File: src/rtl/score_display.sv
// ---------------------------------------------------------------------------
// score_display
//
// Shows two 0..99 player scores on a 4-digit multiplexed, common-anode
// 7-segment display. The scoring player's digits flash after each point.
//
// Each score is clamped to 99. A sequential double-dabble engine converts it
// to two BCD digits. Both players are converted in parallel lanes, which
// share one IDLE/SHIFT/LATCH controller.
//
// Ports:
//   clk            in   system clock
//   reset          in   synchronous, active-high
//   score1         in   [6:0] player-1 score, binary
//   score2         in   [6:0] player-2 score, binary
//   increaseScore  in   [1:0] one-cycle point pulse
//                       bit 0 = player 1 scored, bit 1 = player 2 scored
//   an             out  [3:0] digit anodes, active-low, one-hot
//   seg            out  [6:0] segments {g,f,e,d,c,b,a}, active-low
//   busy           out  high while a BCD conversion is in progress
//
// Optional feature (compile-time macro LEADING_ZERO_BLANK_EN):
//   When the macro is defined, a tens digit of 0 is blanked. The default
//   build always shows the tens digit.
// ---------------------------------------------------------------------------
module score_display #(
    parameter int DIGIT_PERIOD = 100000,
    parameter int FLASH_TOGGLE = 12500000,
    parameter int FLASH_PHASES = 6
) (
    input  logic       clk,
    input  logic       reset,
    input  logic [6:0] score1,
    input  logic [6:0] score2,
    input  logic [1:0] increaseScore,
    output logic [3:0] an,
    output logic [6:0] seg,
    output logic       busy
);

    localparam int SCAN_W = $clog2(DIGIT_PERIOD);
    localparam int TOG_W  = $clog2(FLASH_TOGGLE + 1);
    localparam int PH_W   = $clog2(FLASH_PHASES + 1);

    localparam logic [SCAN_W-1:0] SCAN_LAST = SCAN_W'(DIGIT_PERIOD - 1);
    localparam logic [SCAN_W-1:0] SCAN_ONE  = SCAN_W'(1);
    localparam logic [TOG_W-1:0]  TOG_LOAD  = TOG_W'(FLASH_TOGGLE);
    localparam logic [TOG_W-1:0]  TOG_ONE   = TOG_W'(1);
    localparam logic [PH_W-1:0]   PH_LOAD   = PH_W'(FLASH_PHASES);
    localparam logic [PH_W-1:0]   PH_ONE    = PH_W'(1);

    localparam logic [6:0] SEG_BLANK = 7'b1111111;

    typedef enum logic [1:0] {IDLE, SHIFT, LATCH} state_t;

    // ---------------------------------------------------------------------
    // Conversion controller
    // ---------------------------------------------------------------------
    state_t     state_reg, state_next;
    logic [2:0] shift_cnt_reg;
    logic       load_en, shift_en, latch_en;
    logic [1:0] changed;

    // Lane 0 is player 1 and lane 1 is player 2.
    logic [1:0][6:0] score_bin;
    logic [1:0][3:0] tens_digit;
    logic [1:0][3:0] ones_digit;

    assign score_bin = {score2, score1};

    always_ff @(posedge clk) begin
        if (reset) begin
            state_reg     <= IDLE;
            shift_cnt_reg <= 3'd0;
        end else begin
            state_reg <= state_next;
            if (state_reg == SHIFT)
                shift_cnt_reg <= shift_cnt_reg + 3'd1;
            else
                shift_cnt_reg <= 3'd0;
        end
    end

    always_comb begin
        state_next = state_reg;
        case (state_reg)
            IDLE:    if (|changed) state_next = SHIFT;
            SHIFT:   if (shift_cnt_reg == 3'd6) state_next = LATCH;   // 7th shift
            LATCH:   state_next = IDLE;
            default: state_next = IDLE;
        endcase
    end

    always_comb begin
        busy     = (state_reg != IDLE);
        load_en  = (state_reg == IDLE) && (|changed);
        shift_en = (state_reg == SHIFT);
        latch_en = (state_reg == LATCH);
    end

    // ---------------------------------------------------------------------
    // Per-player clamp, snapshot and double-dabble lane
    // dd_reg layout: [14:11] tens, [10:7] ones, [6:0] binary being shifted out
    // ---------------------------------------------------------------------
    genvar gi;
    generate
        for (gi = 0; gi < 2; gi++) begin : g_lane
            logic [6:0]  clamped;
            logic [6:0]  snap_reg;
            logic [14:0] dd_reg;
            logic [14:0] dd_adj;
            logic [3:0]  tens_reg;
            logic [3:0]  ones_reg;

            assign clamped     = (score_bin[gi] > 7'd99) ? 7'd99 : score_bin[gi];
            assign changed[gi] = (clamped != snap_reg);

            always_comb begin
                dd_adj = dd_reg;
                if (dd_reg[10:7] >= 4'd5)
                    dd_adj[10:7] = dd_reg[10:7] + 4'd3;
                if (dd_reg[14:11] >= 4'd5)
                    dd_adj[14:11] = dd_reg[14:11] + 4'd3;
            end

            always_ff @(posedge clk) begin
                if (reset) begin
                    snap_reg <= 7'd0;
                    dd_reg   <= 15'd0;
                    tens_reg <= 4'd0;
                    ones_reg <= 4'd0;
                end else begin
                    if (load_en) begin
                        snap_reg <= clamped;
                        dd_reg   <= {8'd0, clamped};
                    end else if (shift_en) begin
                        dd_reg <= {dd_adj[13:0], 1'b0};
                    end
                    if (latch_en) begin
                        tens_reg <= dd_reg[14:11];
                        ones_reg <= dd_reg[10:7];
                    end
                end
            end

            assign tens_digit[gi] = tens_reg;
            assign ones_digit[gi] = ones_reg;
        end
    endgenerate

    // ---------------------------------------------------------------------
    // Digit scan
    // ---------------------------------------------------------------------
    logic [SCAN_W-1:0] scan_cnt_reg;
    logic [1:0]        idx_reg;

    always_ff @(posedge clk) begin
        if (reset) begin
            scan_cnt_reg <= '0;
            idx_reg      <= 2'd0;
        end else if (scan_cnt_reg == SCAN_LAST) begin
            scan_cnt_reg <= '0;
            idx_reg      <= idx_reg + 2'd1;
        end else begin
            scan_cnt_reg <= scan_cnt_reg + SCAN_ONE;
        end
    end

    // ---------------------------------------------------------------------
    // Flash control. mask bit 0 is player 1 and bit 1 is player 2. Digits
    // are blanked while phase_reg is odd. Phases count down from an even
    // value, so each flash starts with the digits shown.
    // ---------------------------------------------------------------------
    logic [1:0]       mask_reg;
    logic [PH_W-1:0]  phase_reg;
    logic [TOG_W-1:0] timer_reg;

    always_ff @(posedge clk) begin
        if (reset) begin
            mask_reg  <= 2'b00;
            phase_reg <= '0;
            timer_reg <= '0;
        end else if (|increaseScore) begin
            mask_reg  <= increaseScore;
            phase_reg <= PH_LOAD;
            timer_reg <= TOG_LOAD;
        end else if (phase_reg != '0) begin
            if (timer_reg == TOG_ONE) begin
                phase_reg <= phase_reg - PH_ONE;
                if (phase_reg == PH_ONE) begin
                    mask_reg  <= 2'b00;
                    timer_reg <= '0;
                end else begin
                    timer_reg <= TOG_LOAD;
                end
            end else begin
                timer_reg <= timer_reg - TOG_ONE;
            end
        end
    end

    // ---------------------------------------------------------------------
    // Segment decode and registered outputs
    // ---------------------------------------------------------------------
    function automatic logic [6:0] decode(input logic [3:0] d);
        case (d)
            4'd0:    decode = 7'b1000000;
            4'd1:    decode = 7'b1111001;
            4'd2:    decode = 7'b0100100;
            4'd3:    decode = 7'b0110000;
            4'd4:    decode = 7'b0011001;
            4'd5:    decode = 7'b0010010;
            4'd6:    decode = 7'b0000010;
            4'd7:    decode = 7'b1111000;
            4'd8:    decode = 7'b0000000;
            4'd9:    decode = 7'b0010000;
            default: decode = SEG_BLANK;
        endcase
    endfunction

    logic [3:0] digit_sel;
    logic       in_mask;
    logic       zero_blank;
    logic [3:0] an_next;
    logic [6:0] seg_next;
    logic [3:0] an_reg;
    logic [6:0] seg_reg;

    // Indices 2 and 3 belong to player 1 (lane 0). Odd indices are tens digits.
    always_comb begin
        digit_sel = idx_reg[0] ? tens_digit[idx_reg[1] ? 0 : 1]
                               : ones_digit[idx_reg[1] ? 0 : 1];
        in_mask   = idx_reg[1] ? mask_reg[0] : mask_reg[1];
`ifdef LEADING_ZERO_BLANK_EN
        zero_blank = idx_reg[0] && (digit_sel == 4'd0);
`else
        zero_blank = 1'b0;
`endif
        an_next  = ~(4'b0001 << idx_reg);
        seg_next = ((phase_reg[0] && in_mask) || zero_blank) ? SEG_BLANK
                                                             : decode(digit_sel);
    end

    always_ff @(posedge clk) begin
        if (reset) begin
            an_reg  <= 4'b1111;
            seg_reg <= SEG_BLANK;
        end else begin
            an_reg  <= an_next;
            seg_reg <= seg_next;
        end
    end

    assign an  = an_reg;
    assign seg = seg_reg;

endmodule
File: config.mk
export PLATFORM = sky130hd
export DESIGN_NAME = score_display
export DESIGN_NICKNAME = d
export VERILOG_FILES = /design/src/rtl/score_display.sv
export SDC_FILE = /design/constraint.sdc
export NUM_CORES = 1
export LEC_CHECK = 0
export CAP_MARGIN = 30
export CORE_AREA = 5 5 137 139
export CTS_BUF_LIST = sky130_fd_sc_hd__clkbuf_4 sky130_fd_sc_hd__clkbuf_8
export DETAILED_ROUTE_END_ITERATION = 8
export DIE_AREA = 0 0 142 144
export GPL_TIMING_DRIVEN = 0
export SYNTH_ARGS = -nofsm -noshare
export SYNTH_HDL_FRONTEND = slang
export SYNTH_SLANG_ARGS = --single-unit
export TNS_END_PERCENT = 50
File: constraint.sdc
create_clock -name clk -period 5.3 [get_ports clk]
set_input_delay 0.53 -clock clk [delete_from_list [all_inputs] [get_ports clk]]
set_output_delay 0.53 -clock clk [all_outputs]
set_load 0.02 [all_outputs]
==> results.md, run 1 <==
- The number of hold-slack violations in the final timing report was 0.
- The synthesized netlist contains 54 unique library cells.
- The final net count is roughly 800.
- The predominant post-synthesis flop cell is dfxtp_1.
- The number of clock sinks is 124.
- The sequential element share of the synthesized area is 41.47%.
- The wire length of the first global-routing pass is 21710 µm.
- Max-cap violations in this run came to 0.
- In the final routing, the length of wire on met1 measures 6392 µm.
- The ratio of routed vias to standard cells is roughly 4.8.
- The number of endpoints failing setup at the final stage is 0.
- The clock-pin slew on the worst setup and hold paths is 80 ps.
- The number of global-route vias before repair is 4544.
- The post-synthesis to final-layout area growth is 15.99%.
- The run finished with clean final reports.
- The setup total negative slack is 0 ps.
- The type of destination of the critical path is an output port.
- The total power draw is 0.001992 W.
- Summing every instance area after synthesis gives 0.005986 mm².
- The worst setup path is launched from a flip-flop.
- After synthesis, the most frequently instantiated cells are 124 x dfxtp_1, 88 x nor2_1, 86 x nand2_1.
- The die area is 0.02045 mm².
- The number of design rule violations left after detail routing is 0.
- The number of warnings reported in the yosys synthesis log is 0.
- The static power due to leakage is 2.506 nW.
- The CTS tree is done.
- Setup repair after global routing left no endpoint under its margin.
- The largest incremental delay on the critical path is roughly 600 ps.
- The clock latency at the later pin of the worst-skew pair is 450 ps.
- The routed wire length on met3 is roughly 630 µm.
- The initial utilization of the core area, before any placement, comes to 34.14%.
- The worst path arrival time is 2310 ps.
- The routed wirelength normalized by instance count is 12.67 µm.
- The filler cell count is 1787.
- From bottom edge to top edge, the die measures 144 µm.
- The total clock buffers created by CTS is 17.
- Summing all multi-input logic gate instances after layout gives 0.003268 mm².
- The areal power density over the cells is 287.0 mW/mm².
- The number of H-tree levels is 4.
- The area of the core region is 0.01753 mm².
- The register with the most flip-flops in the layout has 30 of them.
- The number of enable-type register cells in the synthesized netlist is 0.
- The total overflow left after global routing is 0.
- Routed signal wires occupy layers up through met4.
- The portion of synthesized area spent on multiplexers is a little over 2%.
- The part of the cycle the worst path needs is between 50% and 60%.
- The worst ir drop on vdd is 0.1471 mV.
- The cell taking the most area after synthesis is dfxtp_1.
- Across all layers, the routed design uses 4855 vias.
- Counting flops with an async set or reset pin after synthesis yields a share of 0%.
- The tightest min-delay check is of the flip-flop to flip-flop type.
- The count of cells resized by post-cts repair is 0.
- The synthesized flop and latch total is 124.
- The number of buffers inserted to repair setup after CTS is 0.
- Of the cells placed in the final design, the portion with a size suffix greater than 1 is 7.613%.
- The met2 wire length is 5567 µm.
- The simple-gate portion of the synthesized area is between 20% and 30%.
- The area of all placed cells without fillers is roughly 0.007 mm².
- The final HPWL from detailed placement is between 9000 and 10000 µm.
- Summing all flip-flop and latch instances after layout gives 0.002482 mm².
- The number of instances in the synthesized netlist is roughly 700.
- The critical path goes through clkbuf_1, nor2_1, inv_1, clkdlybuf4s50_1.
- The hold-fix buffer count after cts is 0.
- The synthesized area divided by synthesized cell count is 8.383 µm².
- The cell family with the largest share of critical-path delay is buffers and inverters.
- For the finished layout, the period the worst path requires is about 2800 ps.
- The count of boundary I/O pins is 30.
- The initial antenna violation count was 0.
- The overall routed net length is 12720 µm.
- The post-synthesis share of cell area spent on xor and xnor gates is 7.462%.
- For this run, the detailed router's first-pass iteration total came to 5.
- The library cell contributing the largest single delay on the critical path is clkdlybuf4s50_1.
- In this run the worst path has a maximum fanout of 10.
- After synthesis, the largest family of logic cells by area is simple AND/OR/NAND/NOR gates.
- The total nets after synthesis is 757.
- The placed instances occupy a cell area of approximately 0.0066 mm².
- The critical path buffer and inverter count is 3.
- The total inserted antenna cells is 0.
- STA puts the critical path data required time at 4770 ps.
- The cell at the root of the clock tree is clkbuf_8.
- In the post-synthesis netlist, the biggest area contributors are dfxtp_1 41%, a21oi_1 6.4%, nor2_1 5.5%, nand2_1 5.4%, ha_1 5.2%.
- The floorplan step set the die width to 142 µm.
- The worst register-to-register path has a setup slack of 2970 ps.
- The number of rows in the core area is 49.
- The worst-margin pin slew is around 690 ps.
- The post-route worst setup slack is approximately 2500 ps.
- The most frequent cell after synthesis is dfxtp_1.
- The setup slack at placement is 2142 ps.
- The clock passes through at most 2 buffers.
- The complex-gate fraction of the synthesized area is 16.35%.
- The count of nets left with antenna violations once routing finished came out at 0.
- The count of routing violations after the opening detailed-route iteration is 230.
- At the end of routability-driven placement, the weighted congestion stood at 0.8074.
- The max-slew violation total from the final report is 0.
- The combined global-route utilization of all metal layers is 13.11%.
- In this run the tool buffered the top-level ports with 29 buffer cells.
- The relative slew slack is about 54%.
- The post-synthesis adder-cell area fraction is 5.226%.
- The maximum number of pins on one net before global-route repair is 17.
- Static timing analysis puts the maximum clock frequency at ~0.35 GHz.
- The category of the most critical setup path is flip-flop to output port.
- In this run the biggest area consumer among cell types represents roughly two fifths of the synthesized area.
- Between clock sinks in the finished design, the worst skew comes to roughly 14 ps.
-- cell type report --
| type | instances | share of cell area (%) |
|---|---|---|
| Sequential cell | 124 | 35.75 |
| Multi-Input combinational cell | 533 | 47.07 |
| Tap cell | 229 | 4.127 |
| Clock buffer | 18 | 3.568 |
| Buffer | 33 | 2.090 |
| Clock inverter | 14 | 1.910 |
| Inverter | 24 | 1.298 |
| Timing Repair Buffer | 29 | 4.181 |
-- power by group --
| group | switching, W | internal (W) | leakage, nW | total (W) |
|---|---|---|---|---|
| registers | 0.0000283 | 0.000965 | 1.02 | 0.000994 |
| logic | 0.000114 | 0.0000852 | 1.30 | 0.000199 |
| clock network | 0.000408 | 0.000391 | 0.188 | 0.000800 |
| total | 0.000551 | 0.00144 | 2.51 | 0.00199 |
-- worst reg2reg max path: cells and delay by family, from the launching register on --
kind                   cells  cell delay, ps
buffers and inverters      2             390
DFF                        1             360
and+or+nand+nor            6            1470
-- cells by family (layout without fill, tap and decap cells) --
kind of cell    Yosys count  after routing
flops                   124            124
simple gates            289            289
xor+xnor                 51             51
mux                       7              7
compound gates          161            161
fa+ha+maj                25             25
buf+inv                  57            118
-- placed cells by master (no fill, tap or decap), types with 8 or more instances in the layout --
cell type	netlist	layout
o21ai_0	34	34
xnor2_1	31	31
nand2_1	86	86
or3_1	8	8
clkdlybuf4s50_1	0	29
nor3_1	17	17
inv_1	24	24
ha_1	25	25
nand4_1	9	9
a21oi_1	76	76
nand3_1	19	19
clkbuf_1	27	27
a221o_1	10	10
a22o_1	12	12
dfxtp_1	124	124
clkbuf_8	0	18
xor2_1	20	20
nor2_1	88	88
nand2b_1	14	14
-- metrics by stage --
step,hold slack (ps),utilization (%),cells
floorplan,429.7,-,714
global placement,443.8,37.43,972
detailed placement,446.7,37.43,972
CTS,458.4,39.60,1004
global route,472.9,39.60,1004
finish,460.2,39.60,1004
-- metal layers --
layer	track usage, %	up-vias
li1	-	2573
met1	17.51	2204
met2	20.25	70
met5	0	-
met4	4.192	0
met3	4.134	8
-- final timing paths --
path,endpoint,cells past startpoint,from
setup / recovery,busy,4,state_reg[0]$_SDFFE_PP0P_
hold / removal,g_lane[1].ones_reg[2]$_SDFFE_PP0N_,2,g_lane[1].ones_reg[2]$_SDFFE_PP0N_
setup reg to reg,timer_reg[0]$_SDFFE_PP0N_,8,timer_reg[10]$_SDFFE_PP0P_
hold reg to reg,g_lane[1].ones_reg[2]$_SDFFE_PP0N_,2,g_lane[1].ones_reg[2]$_SDFFE_PP0N_
Note: power is estimated with default switching activity, not from simulation.
==> inputs of run 2 (changes only) <==
==> constraint.sdc (replaced) <==
create_clock -name clk -period 2.4 [get_ports clk]
set_input_delay 0.24 -clock clk [delete_from_list [all_inputs] [get_ports clk]]
set_output_delay 0.24 -clock clk [all_outputs]
set_load 0.02 [all_outputs]
==> results.md, run 2 (synthesis gave the netlist of run 1 again) <==
- Status: completed (unchanged).
- The clock power share is 40.0% (was 40.1%).
- The number of flip-flops under the largest register name is 30 (unchanged).
- The remaining global-route overflow is 0 (unchanged).
- The number of global-route vias before repair is 4547 (was 4544).
- The max-capacitance violation count came to 0 (unchanged).
- Timing would allow up to 0.4492 GHz.
- The worst ir drop on vdd was 0.3293 mV (was 0.1471 mV).
- The number of hold-slack violations in the final timing report came to 0 (unchanged).
- The via count is 4920 (was 4855).
- The setup total negative slack came to 0 ps (unchanged).
- Dividing the final minimum period by the clock period gives 92.77%.
- Setup repair after global routing missed its margin: no (unchanged).
- The startpoint class of the critical path is a primary input (was flip-flop).
- The cell area reported after detailed placement came to 0.006563 mm² (unchanged).
- The total of buffers placed on input and output ports is 29 (unchanged).
- The data required time of the critical path is 2700 ps (was 4770 ps).
- The clock-pin slew on the worst setup and hold paths is 70 ps (was 80 ps).
- The post-synthesis to final-layout area growth came to 17.29% (was 15.99%).
- The cell with the most instances on the worst path is clkbuf_1.
- The combined global-route utilization of all metal layers is 13.13% (was 13.11%).
- The final HPWL from detailed placement is 9090 µm (unchanged).
- The total clock buffers created by CTS is 17 (unchanged).
- The number of clock sinks came to 124 (unchanged).
- The part of the total power dissipated in combinational logic came to 10.1% (was 10.0%).
- The static power due to leakage is 2.547 nW (was 2.506 nW).
- The highest fanout seen on the critical path is 10 (unchanged).
- The library cell contributing the largest single delay on the critical path was clkdlybuf4s50_1 (unchanged).
- The cell-internal power is 0.003188 W (was 0.001442 W).
- The number of H-tree levels is 4 (unchanged).
- The category of the most critical setup path is primary input to flip-flop (was flip-flop to output port).
- The worst-case clock skew is 12.04 ps (was 14.15 ps).
- The switching power is 0.001221 W (was 0.0005508 W).
- The overall routed net length is 12820 µm (was 12720 µm).
- The most frequent standard cell in the layout excluding fill and tap cells is dfxtp_1 (unchanged).
- Highest-count cells in the layout ignoring fill and taps: 124 x dfxtp_1, 87 x nor2_1, 86 x nand2_1 (was 124 x dfxtp_1, 88 x nor2_1, 86 x nand2_1).
- The initial antenna violation count is 0 (unchanged).
- The count of routing violations after the opening detailed-route iteration is 209 (was 230).
- Chain of cells forming the critical path: clkdlybuf4s50_1, clkbuf_2, clkbuf_1, clkbuf_1, a31oi_1 (was clkbuf_1, nor2_1, inv_1, clkdlybuf4s50_1).
- The utilization after layout was 40.04% (was 39.60%).
- The sequential power share is 49.9% (about the same).
- The wire length of the first global-routing pass is 21760 µm (was 21710 µm).
- The proportion of total power due to net switching is 27.70% (was 27.64%).
- The worst path arrival time is 2520 ps (was 2310 ps).
- The number of design rule violations left after detail routing is 0 (unchanged).
- The worst hold slack is 237.5 ps (was 460.2 ps).
- The maximum number of pins on one net before global-route repair was 17 (unchanged).
- The max-slew violation total from the final report is 0 (unchanged).
- The length of the first detailed-routing pass in iterations is 4 (was 5).
- The number of antenna-violating nets in the routed design is 0 (unchanged).
- The worst-margin pin slew is 611.8 ps (was 685.2 ps).
- The ratio of cells with drive above 1 in the final layout is 9.149% (was 7.613%).
- The CTS tree is done (unchanged).
- The area of the core region was 0.01753 mm² (unchanged).
- The type of destination of the critical path is a flip-flop (was output port).
- The area of all placed cells without fillers is 0.007020 mm² (was 0.006943 mm²).
- The die height was 144 µm (unchanged).
- The clock latency at the later pin of the worst-skew pair came to 450 ps (about the same).
- The total inserted antenna cells is 0 (unchanged).
- The chip width is 142 µm (unchanged).
- The largest incremental delay on the critical path came to 840 ps (was 600 ps).
- The die area is 0.02045 mm² (unchanged).
- The areal power density over the cells was 628.0 mW/mm² (was 287.0 mW/mm²).
- The path type of the worst min-delay path was primary input to flip-flop (was flip-flop to flip-flop).
- The initial standard-cell utilization of the core is 34.14% (unchanged).
- The number of rows in the core area is 49 (unchanged).
- The relative slew slack was 59.21% (was 54.32%).
- The final net count is 806 (was 805).
- The minimum period implied by the final worst setup slack is 2226 ps.
- The maximum count of clock buffers along a single path is 2 (unchanged).
- The count of boundary I/O pins was 30 (unchanged).
- The number of endpoints failing setup at the final stage came to 0 (unchanged).
- The filler cell count came to 1782 (was 1787).
- The placer congestion estimate was 0.8074 (unchanged).
- The routed wirelength normalized by instance count is 12.75 µm (was 12.67 µm).
- The cell at the root of the clock tree is clkbuf_8 (unchanged).
- The ratio of routed vias to standard cells was 4.896 (was 4.836).
==> run 2: cell count changes in the layout (fill, tap and decap cells not counted), moves of 2 or more <==
cell      change
buf_4         +2
clkbuf_2      +2
a32oi_2       +2
a32oi_1       -2
clkbuf_1      -3
==> run 2: power by group through the flow <==
| stage | clock [W] | sequential (W) | combinational, W |
|---|---|---|---|
| 2_1_floorplan | 0 | 0.00224 | 0.000298 |
| 3_3_place_gp | 0 | 0.00224 | 0.000444 |
| 3_5_place_dp | 0 | 0.00224 | 0.000445 |
| 4_1_cts | 0.00182 | 0.00220 | 0.000443 |
| 5_1_grt | 0.00193 | 0.00221 | 0.000500 |
| 6_report | 0.00176 | 0.00220 | 0.000447 |
==> run 2: area by class of cell <==
type | instances | area [µm²] | area share, %
plain buffers | 32 | 146.4 | 2.085
flip-flops and latches | 124 | 2482 | 35.36
inverters | 24 | 90.09 | 1.283
clock inverters | 14 | 132.6 | 1.889
multi-input cells | 533 | 3327 | 47.39
clock buffers | 18 | 247.7 | 3.529
repair buffers | 31 | 307.8 | 4.384
well taps | 229 | 286.5 | 4.081
==> run 2: stage by stage <==
stage / setup slack (ps) / power, W / instances
5_1_grt: 3.785 / 0.004640 / 1005
6_report: 173.6 / 0.004409 / 1005
3_5_place_dp: -467.5 / 0.002685 / 972
3_3_place_gp: -484.7 / 0.002684 / 972
2_1_floorplan: 340.6 / 0.002534 / 714
4_1_cts: 30.88 / 0.004464 / 1005
==> run 2: per-layer routing <==
layer	track usage [%]	up-vias	part of all wire, %
li1	-	2584	-
met2	20.17	68	43
met1	17.65	2252	52
met4	4.192	0	1.4
met3	4.134	16	4.3
met5	0	-	0
==> run 2: timing repair <==
item,in CTS,in global routing
endpoints found under the setup margin,9,79
pin swaps,1,0
hold buffers,0,0
buffers inserted,2,0
resized for setup,1,15
==> run 2: worst paths after layout <==
path                                         start                                  to  slack, ps  cells past startpoint
setup / recovery                             reset           phase_reg[2]$_SDFFE_PP0P_        170                      5
setup reg to reg        timer_reg[17]$_SDFFE_PP0P_          timer_reg[14]$_SDFFE_PP0N_        180                      8
hold reg to reg   g_lane[0].dd_reg[6]$_SDFFE_PP0P_    g_lane[0].dd_reg[7]$_SDFFE_PP0P_        460                      2
hold / removal                           score2[3]  g_lane[1].snap_reg[3]$_SDFFE_PP0P_        240                      2
==> run 2: critical path: cells and delay by family <==
family | cells | cell delay, ps
buffers and inverters | 4 | 2190
AOI/OAI and AO/OA | 1 | 90
==> inputs of run 3 (changes only) <==
--- a/config.mk
+++ b/config.mk
@@ -5,7 +5,7 @@
 export SDC_FILE = /design/constraint.sdc
 export NUM_CORES = 1
 export LEC_CHECK = 0
-export CAP_MARGIN = 30
+export CAP_MARGIN = 0
 export CORE_AREA = 5 5 137 139
 export CTS_BUF_LIST = sky130_fd_sc_hd__clkbuf_4 sky130_fd_sc_hd__clkbuf_8
 export DETAILED_ROUTE_END_ITERATION = 8
==> constraint.sdc (replaced) <==
create_clock -name clk -period 2.7 [get_ports clk]
set_input_delay 0.27 -clock clk [delete_from_list [all_inputs] [get_ports clk]]
set_output_delay 0.27 -clock clk [all_outputs]
set_load 0.02 [all_outputs]
==> results.md, run 3 (synthesis gave the netlist of run 1 again) <==
- The routed wirelength normalized by instance count came to 12.66 µm (was 12.75 µm).
- The hold-fix buffer count after cts is 0 (unchanged).
- The die area is 0.02045 mm² (unchanged).
- The chip width was 142 µm (unchanged).
- The worst path arrival time is 2850 ps (was 2520 ps).
- The total inserted antenna cells is 0 (unchanged).
- The max-capacitance violation count is 0 (unchanged).
- The number of cell instances on the worst register-to-register path came to 8 (unchanged).
- The category of the most critical setup path is primary input to flip-flop (unchanged).
- The launch instance of the worst min-delay path was g_lane[1].ones_reg[2]$_SDFFE_PP0N_ (was score2[3]).
- The length of the first detailed-routing pass in iterations is 4 (unchanged).
- The combined global-route utilization of all metal layers came to 13.11% (was 13.13%).
- The total clock buffers created by CTS was 17 (unchanged).
- The areal power density over the cells is 563.2 mW/mm² (was 628.0 mW/mm²).
- Based on the critical path, the design can be clocked at up to 0.4070 GHz.
- The worst-margin pin slew is 679.3 ps (was 611.8 ps).
- The data required time of the critical path is 3090 ps (was 2700 ps).
- The instance count after placement with tap cells included is 972 (unchanged).
- The number of endpoints failing setup at the final stage is 0 (unchanged).
- The cell area reported after detailed placement is 0.006563 mm² (unchanged).
- The most frequent standard cell in the layout excluding fill and tap cells is dfxtp_1 (unchanged).
- The via count is 4863 (was 4920).
- The wire length of the first global-routing pass was 21710 µm (was 21760 µm).
- The path type of the worst min-delay path is flip-flop to flip-flop (was primary input to flip-flop).
- The maximum count of clock buffers along a single path is 2 (unchanged).
- Highest-count cells in the layout ignoring fill and taps: 124 x dfxtp_1, 87 x nor2_1, 86 x nand2_1 (unchanged).
- The non-filler instance count after layout is 1004 (was 1005).
- The static power due to leakage is 2.506 nW (was 2.547 nW).
- The startpoint class of the critical path is a primary input (unchanged).
- The remaining global-route overflow came to 0 (unchanged).
- The post-synthesis to final-layout area growth is 16.03% (was 17.29%).
- The final HPWL from detailed placement is 9090 µm (unchanged).
- The number of design rule violations left after detail routing is 0 (unchanged).
- The minimum period implied by the final worst setup slack is between 2000 and 2500 ps.
- The initial antenna violation count is 0 (unchanged).
- The number of clock sinks is 124 (unchanged).
- The number of hold-slack violations in the final timing report came to 0 (unchanged).
- The ratio of routed vias to standard cells is 4.844 (was 4.896).
- The number of H-tree levels came to 4 (unchanged).
- The filler cell count is 1788 (was 1782).
- The type of destination of the critical path was a flip-flop (unchanged).
- The clock latency at the later pin of the worst-skew pair was 450 ps (about the same).
- The number of buffers inserted to repair setup after CTS is 0 (was 2).
- The max-slew violation total from the final report is 0 (unchanged).
- The part of the cycle the worst path needs is 91.00%.
- The launch instance of the worst register-to-register path was timer_reg[10]$_SDFFE_PP0P_ (was timer_reg[17]$_SDFFE_PP0P_).
- The worst hold slack is 460.0 ps (was 237.5 ps).
- The area of all placed cells without fillers came to 0.006945 mm² (was 0.007020 mm²).
- The relative slew slack is 54.71% (was 59.21%).
- The number of rows in the core area is 49 (unchanged).
- Setup repair after global routing missed its margin: no (unchanged).
- The maximum number of pins on one net before global-route repair is 17 (unchanged).
- The highest fanout seen on the critical path came to 10 (unchanged).
- The initial standard-cell utilization of the core is 34.14% (unchanged).
- The cell at the root of the clock tree is clkbuf_8 (unchanged).
- The ratio of cells with drive above 1 in the final layout came to 7.742% (was 9.149%).
- Status: completed (unchanged).
- The overall routed net length is 12720 µm (was 12820 µm).
- The total power draw was 0.003912 W (was 0.004409 W).
- The clock-pin slew on the worst setup and hold paths was 80 ps (was 70 ps).
- The die height is 144 µm (unchanged).
- The placer congestion estimate was 0.8074 (unchanged).
- The number of instances on the worst hold path is 2 (unchanged).
- The area of the core region is 0.01753 mm² (unchanged).
- The number of flip-flops under the largest register name was 30 (unchanged).
- The count of routing violations after the opening detailed-route iteration came to 201 (was 209).
- The total of buffers placed on input and output ports was 29 (unchanged).
- The final net count is 805 (was 806).
- The worst ir drop on vdd is 0.2940 mV (was 0.3293 mV).
- The number of antenna-violating nets in the routed design is 0 (unchanged).
- The count of boundary I/O pins was 30 (unchanged).
- The worst-case clock skew is 14.07 ps (was 12.04 ps).
- The number of global-route vias before repair is 4544 (was 4547).
- The count of cells resized by post-cts repair is 0 (was 1).
- The CTS tree is done (unchanged).
- The beginning of the critical path is score2[3] (was reset).
run 3: cell types whose count changed in the layout (fill, tap and decap cells not counted), moves of 2 or more:
cell,previous run,this run
clkbuf_1,24,27
a32oi_2,2,0
clkbuf_2,3,1
buf_4,5,3
a32oi_1,0,2
run 3: final cells by class:
cell class	instances	area, µm²	area share, %
Multi-Input combinational cell	533	3271	47.09
Sequential cell	124	2482	35.74
Timing Repair Buffer	29	290.3	4.179
Tap cell	229	286.5	4.125
Clock buffer	18	247.7	3.567
Buffer	33	145.1	2.090
Clock inverter	14	132.6	1.910
Inverter	24	90.09	1.297
run 3: worst paths after layout:
path         slack, ps                            endpoint
max                240    g_lane[1].dd_reg[4]$_SDFFE_PP0P_
min                460  g_lane[1].ones_reg[2]$_SDFFE_PP0N_
max reg2reg        370           timer_reg[0]$_SDFFE_PP0N_
min reg2reg        460  g_lane[1].ones_reg[2]$_SDFFE_PP0N_
run 3: where the power goes:
part           switching, W  total, W  leakage [nW]  internal, W
combinational      0.000224  0.000391          1.30     0.000167
sequential        0.0000558   0.00195          1.02      0.00189
clock              0.000803   0.00157         0.188     0.000768
total               0.00108   0.00391          2.51      0.00283
run 3: critical path, stage by stage:
cell and delay (ps):
clkdlybuf4s50_1 520, o311a_1 460, or3_1 330, a32oi_1 250, nand4_2 300, nor3_4 470, a221o_1 240
run 3: per-layer routing:
metal / GRT usage [%] / vias to the layer above / part of all wire [%]
li1: - / 2575 / -
met3: 4.134 / 11 / 5.6
met2: 20.25 / 68 / 44
met1: 17.51 / 2209 / 49
met5: 0 / - / 0
met4: 4.192 / 0 / 0.98
run 3: through the flow:
step	setup slack [ps]	TNS [ps]	utilization, %
2_1_floorplan	640.6	0	-
3_3_place_gp	-214.7	-9144	37.43
3_5_place_dp	-197.5	-8878	37.43
4_1_cts	82.53	0	39.60
5_1_grt	65.00	0	39.61
6_report	243.1	0	39.61
